## config.mk

```make
export PLATFORM = sky130hd
export DESIGN_NAME = irq_arbiter
export DESIGN_NICKNAME = d
export VERILOG_FILES = /design/src/rtl/irq_arbiter_pkg.sv /design/src/rtl/irq_prio_enc.sv /design/src/rtl/irq_arbiter.sv
export SDC_FILE = /design/constraint.sdc
export NUM_CORES = 1
export LEC_CHECK = 0
export ABC_AREA = 1
export BUFFER_PORTS_ARGS = -buffer_cell sky130_fd_sc_hd__buf_2
export CORE_UTILIZATION = 44
export CTS_CLUSTER_SIZE = 24
export DETAILED_ROUTE_END_ITERATION = 16
export GPL_ROUTABILITY_DRIVEN = 0
export PLACE_DENSITY_LB_ADDON = 0.25
export RECOVER_POWER = 25
export SYNTH_ARGS = -nofsm -noshare
export SYNTH_HDL_FRONTEND = slang
export SYNTH_SLANG_ARGS = --single-unit
```

## constraint.sdc

```tcl
create_clock -name clk -period 1.95 [get_ports clk]
set_clock_uncertainty 0.05 [all_clocks]
set_input_delay 0 -clock clk [delete_from_list [all_inputs] [get_ports clk]]
set_output_delay 0 -clock clk [all_outputs]
set_load 0.01 [all_outputs]
```

## src/rtl/irq_arbiter_pkg.sv

```systemverilog
// Shared types and constants for the interrupt arbiter: FSM encoding, PC-mux select
// code and default vector base.
package irq_arbiter_pkg;

  typedef enum logic [1:0] {
    IRQ_IDLE    = 2'd0,
    IRQ_PEND    = 2'd1,
    IRQ_SERVICE = 2'd2
  } irq_state_e;

  localparam logic [2:0]  PCSEL_IRQ            = 3'd4;
  localparam logic [31:0] IRQ_VEC_BASE_DEFAULT = 32'h0000_0008;

  // Handler address for a source id; id is zero-extended, result wraps modulo 2^32.
  function automatic logic [31:0] irq_vec_addr(input logic [31:0] base,
                                               input logic [31:0] stride,
                                               input logic [3:0]  id);
    return base + (32'(id) * stride);
  endfunction

endpackage

```

## src/rtl/irq_prio_enc.sv

```systemverilog
// Lowest-index-first priority encoder: reports whether any request is set and the
// index of the lowest set bit.
module irq_prio_enc #(
  parameter int N = 8
) (
  input  logic [N-1:0] req_i,
  output logic         valid_o,
  output logic [3:0]   id_o
);

  // Walk downwards so the lowest set index is the last one written.
  always_comb begin
    valid_o = 1'b0;
    id_o    = 4'd0;
    for (int i = N - 1; i >= 0; i--) begin
      if (req_i[i]) begin
        valid_o = 1'b1;
        id_o    = 4'(i);
      end
    end
  end

endmodule

```

## src/rtl/irq_arbiter.sv

```systemverilog
// Multi-source interrupt arbiter: pending capture, mask, fixed priority and a
// one-at-a-time IDLE/PEND/SERVICE loop. IRQ_EDGE_EN selects edge capture; otherwise level.
module irq_arbiter
  import irq_arbiter_pkg::*;
#(
  parameter int          NSRC       = 8,
  parameter logic [31:0] VEC_BASE   = IRQ_VEC_BASE_DEFAULT,
  parameter int          VEC_STRIDE = 4
) (
  input  logic            clk,
  input  logic            reset_n,
  input  logic [NSRC-1:0] src_irq,
  input  logic            mask_wr,
  input  logic [NSRC-1:0] mask_wdata,
  output logic [NSRC-1:0] mask_q,
  output logic [NSRC-1:0] pending_q,
  input  logic            supervisor,
  input  logic            insn_boundary,
  input  logic            eoi,
  output logic            irq,
  output logic [31:0]     xadr,
  output logic [3:0]      active_id,
  output logic            busy,
  output logic [1:0]      dbg_state
);

  irq_state_e      state_q;
  logic [3:0]      active_id_q;
  logic [31:0]     xadr_q;
  logic            busy_q;
  logic [NSRC-1:0] pending_d;
  logic [NSRC-1:0] sel_oh;
  logic            win_valid;
  logic [3:0]      win_id;
  logic            cancel;
  logic            take;

  irq_prio_enc #(.N(NSRC)) u_enc (
    .req_i   (pending_q & mask_q),
    .valid_o (win_valid),
    .id_o    (win_id)
  );

  // One-hot of the latched source; avoids indexing NSRC-wide vectors with a 4-bit id.
  always_comb begin
    sel_oh = '0;
    for (int i = 0; i < NSRC; i++) begin
      sel_oh[i] = (active_id_q == 4'(i));
    end
  end

  assign irq    = (state_q == IRQ_PEND) && !supervisor;
  assign cancel = (state_q == IRQ_PEND) && ((mask_q & sel_oh) == '0);
  assign take   = irq && insn_boundary && !cancel;

`ifdef IRQ_EDGE_EN
  logic [NSRC-1:0] prev_q;

  // A fresh edge on the take cycle re-sets the bit the take is clearing.
  always_comb begin
    pending_d = (pending_q & ~(take ? sel_oh : '0)) | (src_irq & ~prev_q);
  end

  always_ff @(posedge clk or negedge reset_n) begin
    if (!reset_n) prev_q <= '0;
    else          prev_q <= src_irq;
  end
`else
  always_comb begin
    pending_d = src_irq;
  end
`endif

  always_ff @(posedge clk or negedge reset_n) begin
    if (!reset_n) begin
      mask_q    <= '0;
      pending_q <= '0;
    end else begin
      if (mask_wr) mask_q <= mask_wdata;
      pending_q <= pending_d;
    end
  end

  always_ff @(posedge clk or negedge reset_n) begin
    if (!reset_n) begin
      state_q     <= IRQ_IDLE;
      active_id_q <= 4'd0;
      xadr_q      <= VEC_BASE;
      busy_q      <= 1'b0;
    end else begin
      case (state_q)
        IRQ_IDLE: begin
          if (win_valid && !supervisor) begin
            state_q     <= IRQ_PEND;
            active_id_q <= win_id;
            xadr_q      <= irq_vec_addr(VEC_BASE, 32'(VEC_STRIDE), win_id);
          end
        end
        IRQ_PEND: begin
          if (cancel) begin
            state_q <= IRQ_IDLE;
          end else if (take) begin
            state_q <= IRQ_SERVICE;
            busy_q  <= 1'b1;
          end
        end
        IRQ_SERVICE: begin
          if (eoi) begin
            state_q <= IRQ_IDLE;
            busy_q  <= 1'b0;
          end
        end
        default: begin
          state_q <= IRQ_IDLE;
          busy_q  <= 1'b0;
        end
      endcase
    end
  end

  assign xadr      = xadr_q;
  assign active_id = active_id_q;
  assign busy      = busy_q;
  assign dbg_state = state_q;

endmodule

```

==> results of run 1 <==
critical path, stage by stage, from the launching register on:
cell and delay, ns:
dfrtp_1 0.57, nand2_1 0.12, o211ai_1 0.13, nand3_1 0.15
nand4_1 0.12, nand2_1 0.06, dlygate4sd3_1 0.55
metrics by stage:
stage | util, % | area, um^2 | worst slack, ns
2_1_floorplan | - | 1480 | 0.514
4_1_cts | 64.3 | 1840 | 0.129
6_report | 64.3 | 1830 | 0.107
5_1_grt | 64.3 | 1830 | 0.0143
3_3_place_gp | 52.9 | 1510 | 0.494
3_5_place_dp | 52.9 | 1510 | 0.482
path summary, 6_finish.rpt:
kind	start	end	slack, ns
hold / removal	mask_wr	mask_q[2]	0.01
max in group asynchronous	reset_n	busy	0.61
setup reg to reg	active_id[2]	dbg_state[1]	0.11
hold reg to reg	xadr[3]	xadr[3]	0.44
min in group asynchronous	reset_n	mask_q[1]	0.45
setup / recovery	active_id[2]	dbg_state[1]	0.11
cells by family after synthesis:
kind of cell / Yosys count / synth area share (%)
muxes: 2 / 1.63
and+or+nand+nor: 58 / 20.7
AOI/OAI and AO/OA: 16 / 7.71
buffers and inverters: 51 / 23.3
adders and majority gates: 1 / 0.907
other: 1 / 0.272
DFF: 25 / 45.5
routing by layer:
metal	part of all wire [%]	routed length, um
met1	41	1260
met2	54	1660
met3	5.0	154
met4	0.58	18
met5	0	0
flip-flops by register name, summed over array words and instances, names as in the netlist:
signal	flops
mask_q	8
pending_q	8
active_id	3
xadr	3
dbg_state	2
busy	1
power by group through the flow:
stage	registers [mW]	clock network [mW]	logic, mW
2_1_floorplan	0.770	0	0.448
3_3_place_gp	0.744	0	0.583
3_5_place_dp	0.750	0	0.592
4_1_cts	0.743	0.233	0.652
5_1_grt	0.764	0.257	0.726
6_report	0.751	0.230	0.655
cell usage after synthesis, drive strengths merged:
cell / number / area [um^2]
nand2: 43 / 186
nor3: 2 / 15.0
a21oi: 1 / 8.76
inv: 18 / 67.6
conb: 1 / 3.75
o211ai: 2 / 15.0
clkbuf: 1 / 3.75
o21ai: 12 / 75.1
nor2: 5 / 26.3
nand4: 2 / 12.5
dfrtp: 24 / 601
mux2: 2 / 22.5
dfstp: 1 / 26.3
ha: 1 / 12.5
buf: 32 / 250
nand3b: 1 / 7.51
nand3: 5 / 37.5
o21a: 1 / 7.51
area by class of cell:
class | count | area [um^2]
multi-input cells | 106 | 536
flip-flops and latches | 25 | 627
well taps | 31 | 38.8
clock buffers | 4 | 26.3
repair buffers | 78 | 539
inverters | 18 | 67.6
fillers | 234 | 1020
==> metrics.cfg, run 1 <==
[layout]
layout.cells.non_filler=262
antenna_cells=0
drive_gt1_share_pct=32.5
final_cell_mix=47 x buf_2, 33 x nand2_1, 30 x dlygate4sd3_1
final_common_cell=buf_2
syn2layout_area_growth_pct=33.0
nets=255

[global_route]
antenna_found_initial=0
use_met1_pct=22.7
gr-total-overflow=0
grt.met2_usage_pct=37.6
grt_max_degree=26
gr-usage-met3_pct=3.13
grt_pass1_wl_mm=5.05
grt_pass1_vias=1182
busiest_layer=met2
grtUsageTotal_pct=19.8

[power]
p_per_area_nw_per_um2=892
switching_power_mw=0.643
p_leak_nw=1.01
p_clk_share_pct=14.1
ir_worst_vdd_mv=0.440
power_mw=1.64
seqPwrFrac_pct=45.9
p_int_mw=0.993
netSwitchingFraction_pct=39.3
power_frac_comb_pct=40.0

[routing]
ant_nets=0
drt_wl_total_mm=3.09
drt_iter0_markers=33
drc_errors=3
dr.pass1.iters=12
num_vias=1183
routedWlPerCell_um=11.8
viasPerCell=4.52

[status]
violations=DRC
status=finished, violations left

[worst_hold_path]
hold_class=input pin to flop
hold_path_depth=3

[clock_tree]
cts_tree=yes
cts.sinks=25
cts_hold_buf=30
cts_buffers=3
cts.reportedPaths.clkPinSlew_ns=0.13
clk_latency_ns=0.31
postCtsResizedCells=0
clockBufferDepth=2
cts-root-buf=clkbuf_4
post_cts_buffers=0
ctsHtreeMaxLevel=1

[run]
maxCapViolations=0

[critical_path]
reg2reg_depth=6
cp_data_required_time_ns=2.11
critPathKind=flop to flop
cp-start-kind=flop
end_kind=flop
cp.arrival_ns=2.00
critPathMaxFanout=9

[timing]
rsz0062_at_grt=no
hold_viol=0
slew_headroom_pct=10.5
fin_crit_sh_pct=94.5
worst_pin_slew_ns=1.34
period_minus_slack_ns=1.84
whs_ns=0.0134
fin_setup_tns_ns=0
fmax_mhz=543
finalSetupViolCount=0
drv_slew=0

[floorplan]
row_count=19
core_um2=2850
fp.dieH_um=58.0
initial_utilization_pct=48.3
chipWidth_um=58.0
io-pin-count=78
design.die.area_um2=3360

[yosys]
yosysUniqueCellTypes=27
netlist_area_um2=1380
ys_ff_latch=25
ys_seq_area_share_pct=45.5
syn_inst=154
avgSynthCellArea_um2=8.95
synth_warnings=0

[placed_design]
place_hpwl_mm=1.96
port_buffers=48
dp.cells=228

(Power assumes the default switching activity.)
==> inputs of run 2 (changes only) <==
--- a/config.mk
+++ b/config.mk
@@ -5,13 +5,12 @@
 export SDC_FILE = /design/constraint.sdc
 export NUM_CORES = 1
 export LEC_CHECK = 0
-export ABC_AREA = 1
 export BUFFER_PORTS_ARGS = -buffer_cell sky130_fd_sc_hd__buf_2
-export CORE_UTILIZATION = 44
+export CORE_UTILIZATION = 42
 export CTS_CLUSTER_SIZE = 24
 export DETAILED_ROUTE_END_ITERATION = 16
 export GPL_ROUTABILITY_DRIVEN = 0
-export PLACE_DENSITY_LB_ADDON = 0.25
+export PLACE_DENSITY = 0.9
 export RECOVER_POWER = 25
 export SYNTH_ARGS = -nofsm -noshare
 export SYNTH_HDL_FRONTEND = slang
==> run 2 against run 1 <==
  * Largest power group unchanged
  * Largest cell class unchanged
  * The run still ends with DRC left
  * Flip-flop and latch count stayed put
  * Sequential power is 4.1% lower
  * Register-to-register slack better by 0.06 ns
  * Die area is 4.5% lower
  * Maximum frequency is 3.3% higher
  * Routed wire length is 14% lower
  * Sequential share of layout area is 4.1 points higher
  * Critical endpoint is now xadr[4]
==> metrics.cfg, run 2 <==
[floorplan]
design.die.area_um2=3210  ; was 3360 um^2
fp.dieH_um=56.7  ; was 58.0 um
row_count=19  ; unchanged
chipWidth_um=56.7  ; was 58.0 um
core_um2=2810  ; was 2850 um^2
initial_utilization_pct=44.7  ; was 48.3%
io-pin-count=78  ; unchanged

[status]
status=finished, violations left  ; unchanged
violations=DRC  ; unchanged

[clock_tree]
ctsHtreeMaxLevel=1  ; unchanged
cts.sinks=25  ; unchanged
cts_tree=yes  ; unchanged
clockBufferDepth=2  ; unchanged
clk_latency_ns=0.32  ; was 0.31 ns
cts.reportedPaths.clkPinSlew_ns=0.13  ; about the same
cts-root-buf=clkbuf_4  ; unchanged
cts_buffers=3  ; unchanged

[timing]
fin_setup_tns_ns=0  ; unchanged
slew_headroom_pct=12.3  ; was 10.5%
finalSetupViolCount=0  ; unchanged
whs_ns=0.0407  ; was 0.0134 ns
worst_pin_slew_ns=1.31  ; was 1.34 ns
fmax_mhz=561  ; was 543 MHz
period_minus_slack_ns=1.78  ; was 1.84 ns
rsz0062_at_grt=no  ; unchanged
hold_viol=0  ; unchanged
drv_slew=0  ; unchanged
fin_crit_sh_pct=91.4  ; was 94.5%

[worst_hold_path]
hold_class=input pin to flop  ; unchanged

[yosys]
ys_ff_latch=25  ; unchanged
netlist_area_um2=1250  ; was 1380 um^2
post-synth-top-count-cell=buf_4  ; was nand2_1
synth_edf_count=0  ; unchanged
ys_async_sr_fraction_pct=100  ; unchanged
avgSynthCellArea_um2=12.1  ; was 8.95 um^2
yosysUniqueCellTypes=24  ; was 27
synth_top_area_share_pct=47.9  ; was 43.6%
ys_top_cells_by_area=dfrtp_1 48%, buf_4 18%, mux2_2 11%  ; was dfrtp_1 44%, buf_4 16%, nand2_1 9.0%
synth_top_flop_cell=dfrtp_1  ; unchanged
syn_inst=104  ; was 154
ys_seq_area_share_pct=50.0  ; was 45.5%
synth_warnings=0  ; unchanged
synth_largest_area_cell=dfrtp_1  ; unchanged
ys_top_cells_by_count=30 x buf_4, 24 x dfrtp_1, 12 x mux2_2, 7 x nand2_1, 4 x a22oi_1  ; was 33 x nand2_1, 30 x buf_4, 24 x dfrtp_1, 16 x inv_1, 10 x nand2_2

[power]
ir_worst_vdd_mv=0.516  ; was 0.440 mV
p_leak_nw=0.847  ; was 1.01 nW
p_per_area_nw_per_um2=892  ; about the same

[routing]
viasPerCell=4.85  ; was 4.52
ant_nets=0  ; unchanged
num_vias=990  ; was 1,183
drt_wl_total_mm=2.66  ; was 3.09 mm
dr.pass1.iters=10  ; was 12
routedWlPerCell_um=13.0  ; was 11.8 um
drc_errors=22  ; was 3
drt_iter0_markers=39  ; was 33

[layout]
final_cell_mix=47 x buf_2, 29 x conb_1, 24 x dfrtp_1  ; was 47 x buf_2, 33 x nand2_1, 30 x dlygate4sd3_1
syn2layout_area_growth_pct=30.4  ; was 33.0%
antenna_cells=0  ; unchanged
nFillCells=243  ; was 234
final_common_cell=buf_2  ; unchanged
largestRegisters=mask_q: 8 flops, pending_q: 8 flops  ; unchanged
multi_input_area_um2=504  ; was 536 um^2
nets=197  ; was 255
layout.area.seq_um2=627  ; unchanged
drive_gt1_share_pct=37.0  ; was 32.5%

[critical_path]
cp-start-kind=flop  ; unchanged
worst-path-buf-inv=0  ; was 1
cp_slowest_cell=dfrtp_1  ; unchanged
critPathKind=flop to flop  ; unchanged
cp.arrival_ns=1.96  ; was 2.00 ns
cp_data_required_time_ns=2.13  ; was 2.11 ns
cp_top_family=compound AO/OA/AOI/OAI gates  ; was flip-flops
path_cells=a22oi_1 > nand2b_1 > a21boi_1 > ha_1 > mux2_2  ; was nand2_1 > o211ai_1 > nand3_1 > nand4_1 > nand2_1 > dlygate4sd3_1
max_stage_delay_ns=0.44  ; was 0.57 ns
end_kind=flop  ; unchanged
critPathMaxFanout=5  ; was 9

[global_route]
antenna_found_initial=0  ; unchanged
gr-total-overflow=0  ; unchanged
grtUsageTotal_pct=18.2  ; was 19.8%
grt_pass1_vias=949  ; was 1,182
grt_max_degree=26  ; unchanged
grt_pass1_wl_mm=4.35  ; was 5.05 mm

[placed_design]
port_buffers=48  ; unchanged

[run]
maxCapViolations=0  ; unchanged

==> run 2: layer usage <==
metal	routed length [um]	up-vias	global-route usage, %
met1	1040	453	20.8
met2	1300	82	31.3
met4	45	0	7.50
li1	-	450	-
met5	0	-	0
met3	278	5	5.53
==> run 2: cell type report <==
type                            count  area share (%)
Clock buffer                        3            1.38
Timing Repair Buffer               68            26.8
Clock inverter                      1           0.306
Tap cell                           31            2.37
Multi-Input combinational cell     76            30.8
Sequential cell                    25            38.3
==> run 2: cells by family after synthesis <==
group / after synthesis / share of synthesized area [%]
multiplexers: 15 / 15.8
buffers and inverters: 31 / 18.2
AO/OA/AOI/OAI: 17 / 9.47
adder cells (fa/ha/maj): 1 / 0.997
AND/OR/NAND/NOR: 14 / 5.29
flip-flops: 25 / 50.0
other: 1 / 0.299
==> run 2: what timing repair did <==
item | in CTS | in global routing
setup buffers | 0 | 0
endpoints found under the setup margin | 0 | 1
hold endpoints to repair | 45 | 0
resized for setup | 0 | 1
hold buffers | 20 | 0
==> run 2: worst register-to-register path, delay by kind of cell (launching register included) <==
kind	cells	cell delay (ns)
and+or+nand+nor	1	0.09
muxes	1	0.26
AOI/OAI and AO/OA	2	0.56
adders and majority gates	1	0.28
DFF	1	0.44
==> run 2: where the power goes <==
group          switching [mW]  internal (mW)
Clock                   0.156         0.0771
Sequential             0.0942          0.626
Combinational           0.247          0.259
==> run 2: stage by stage <==
stage | power, mW | utilization, % | instances | setup slack [ns] | area [um^2]
floorplan | 1.06 | - | 132 | 0.249 | 1360
global placement | 1.20 | 50.3 | 180 | 0.211 | 1410
detailed placement | 1.21 | 50.3 | 180 | 0.0853 | 1410
CTS | 1.47 | 58.4 | 204 | 0.0632 | 1640
global route | 1.55 | 58.3 | 204 | 0.0390 | 1640
finish | 1.46 | 58.3 | 204 | 0.167 | 1640
==> run 2: final timing paths <==
kind / startpoint / slack, ns / depth (start not counted) / endpoint
worst max-delay path: mask_q[4] / 0.17 / 5 / xadr[4]
worst min-delay path: mask_wr / 0.04 / 2 / mask_q[0]
worst max register to register: mask_q[4] / 0.17 / 5 / xadr[4]
worst min register to register: busy / 0.44 / 1 / busy
max in group asynchronous: reset_n / 0.66 / 2 / mask_q[6]
min in group asynchronous: reset_n / 0.42 / 2 / pending_q[3]
==> inputs of run 3 (changes only) <==
--- a/config.mk
+++ b/config.mk
@@ -6,6 +6,7 @@
 export NUM_CORES = 1
 export LEC_CHECK = 0
 export BUFFER_PORTS_ARGS = -buffer_cell sky130_fd_sc_hd__buf_2
+export CORE_ASPECT_RATIO = 1.4
 export CORE_UTILIZATION = 42
 export CTS_CLUSTER_SIZE = 24
 export DETAILED_ROUTE_END_ITERATION = 16
==> run 3 against run 2 <==
  * The run now ends clean
  * Register-to-register slack improved by 0.05 ns
  * Combinational power rose by 2%
  * Maximum frequency rose by 2.7%
  * Critical path depth did not move
  * Sequential power rose by 0.7%
  * Count of clock-buffer cells in the layout rose by 1
  * Largest cell class unchanged
  * Highest routed layer unchanged
==> metrics.cfg, run 3 (synthesis gave the netlist of run 2 again) <==
[global_route]
antenna_found_initial=0  ; unchanged
grtUsageTotal_pct=19.9  ; was 18.2%
grt_max_degree=26  ; unchanged
grt_pass1_vias=993  ; was 949
grt.met2_usage_pct=35.8  ; was 31.3%
grt_pass1_wl_mm=4.33  ; was 4.35 mm
busiest_layer=met2  ; unchanged
gr-total-overflow=0  ; unchanged
use_met1_pct=19.7  ; was 20.8%
gr-usage-met3_pct=4.88  ; was 5.53%

[layout]
drive_gt1_share_pct=37.4  ; was 37.0%
final_common_cell=buf_2  ; unchanged
final_cell_mix=47 x buf_2, 29 x conb_1, 24 x dfrtp_1  ; unchanged
fin_util_pct=58.5  ; was 58.3%
nets=198  ; was 197
stdcell_area_um2=1670  ; was 1640 um^2
antenna_cells=0  ; unchanged
layout.cells.non_filler=211  ; was 204
largestRegisters=mask_q: 8 flops, pending_q: 8 flops  ; unchanged
syn2layout_area_growth_pct=32.8  ; was 30.4%

[floorplan]
initial_utilization_pct=44.0  ; was 44.7%
io-pin-count=78  ; unchanged
chipWidth_um=48.2  ; was 56.7 um
fp.dieH_um=66.7  ; was 56.7 um
design.die.area_um2=3210  ; about the same
row_count=23  ; was 19
core_um2=2850  ; was 2810 um^2

[timing]
finalSetupViolCount=0  ; unchanged
setup_slack_ns=0.214  ; was 0.167 ns
worst_pin_slew_ns=1.30  ; was 1.31 ns
fmax_mhz=576  ; was 561 MHz
slew_headroom_pct=13.5  ; was 12.3%
hold_viol=0  ; unchanged
whs_ns=0.0837  ; was 0.0407 ns
period_minus_slack_ns=1.74  ; was 1.78 ns
fin_crit_sh_pct=89.0  ; was 91.4%
rsz0062_at_grt=no  ; unchanged
drv_slew=0  ; unchanged
fin_setup_tns_ns=0  ; unchanged

[power]
p_per_area_nw_per_um2=926  ; was 892 nW/um^2
ir_worst_vdd_mv=0.644  ; was 0.516 mV
p_leak_nw=0.857  ; was 0.847 nW
power_mw=1.54  ; was 1.46 mW

[routing]
dr.pass1.iters=4  ; was 10
drt_iter0_markers=32  ; was 39
num_vias=975  ; was 990
viasPerCell=4.62  ; was 4.85
drc_errors=0  ; was 22
routedWlPerCell_um=13.3  ; was 13.0 um
ant_nets=0  ; unchanged
drt_wl_total_mm=2.80  ; was 2.66 mm

[clock_tree]
cts.sinks=25  ; unchanged
ctsHtreeMaxLevel=1  ; unchanged
clk_latency_ns=0.27  ; was 0.32 ns
cts.reportedPaths.clkPinSlew_ns=0.08  ; was 0.13 ns
cts_tree=yes  ; unchanged
post_cts_buffers=0  ; unchanged
clockBufferDepth=2  ; unchanged
cts_buffers=3  ; unchanged
cts-root-buf=clkbuf_8  ; was clkbuf_4

[placed_design]
dp.cells=188  ; was 180
dp_slack_ns=0.114  ; was 0.0853 ns
place_area_um2=1430  ; was 1410 um^2
port_buffers=48  ; unchanged
place_hpwl_mm=1.91

[run]
maxCapViolations=0  ; unchanged

[worst_hold_path]
min_to=mask_q[6]  ; was mask_q[0]
hold_path_depth=2  ; unchanged
hp-start=mask_wr  ; unchanged
hold_class=input pin to flop  ; unchanged

[critical_path]
reg2reg_from=mask_q[4]  ; unchanged
critPathKind=flop to flop  ; unchanged
reg2reg_depth=5  ; unchanged
cp.arrival_ns=1.85  ; was 1.96 ns
r2r_setup_slack_ns=0.21  ; was 0.17 ns
cp-start-kind=flop  ; unchanged
r2r-end=xadr[4]  ; unchanged
critPathMaxFanout=5  ; unchanged
end_kind=flop  ; unchanged
cp_data_required_time_ns=2.06  ; was 2.13 ns

[status]
status=completed  ; was finished, violations left

## run 3: worst max path at each step
stage                     startpoint  endpoint  slack, ns  cells after the start
final                      mask_q[4]   xadr[4]       0.21                      5
after global routing       mask_q[4]   xadr[4]       0.09                      5
after CTS                  mask_q[4]   xadr[4]        0.1                      5
after detailed placement   mask_q[4]   xadr[4]       0.11                      5
after global placement     mask_q[4]   xadr[4]       0.21                      5
after floorplan            mask_q[4]   xadr[4]       0.25                      5
## run 3: metal layers
layer  part of all wire, %  vias to the layer above
li1                      -                      448
met5                     0                        -
met2                    54                       69
met4                   2.2                        0
met1                    36                      453
met3                   7.8                        5
## run 3: layout make-up
cell class	count	area (um^2)
clock buffer	4	45.0
fill	238	1180
multi-input combinational	76	504
sequential	25	627
tap	37	46.3
timing repair buffer	69	444
## run 3: where the power goes
part / switching [mW] / leakage, nW / total (mW) / internal [mW]
registers: 0.0983 / 0.299 / 0.725 / 0.626
clock network: 0.157 / 0.0228 / 0.304 / 0.146
logic: 0.247 / 0.535 / 0.515 / 0.268
## run 3: timing repair
| action | 4_1_cts | 5_1_grt |
|---|---|---|
| gates resized for setup | 0 | 1 |
| setup endpoints to repair | 0 | 1 |
| hold buffers | 19 | 0 |
| hold endpoints to repair | 42 | 0 |
## run 3: worst max-delay path: stages, from the launching register on
cell	delay (ns)
dfrtp_1	0.42
a22oi_1	0.29
nand2b_1	0.09
a21boi_1	0.25
ha_1	0.27
mux2_2	0.26
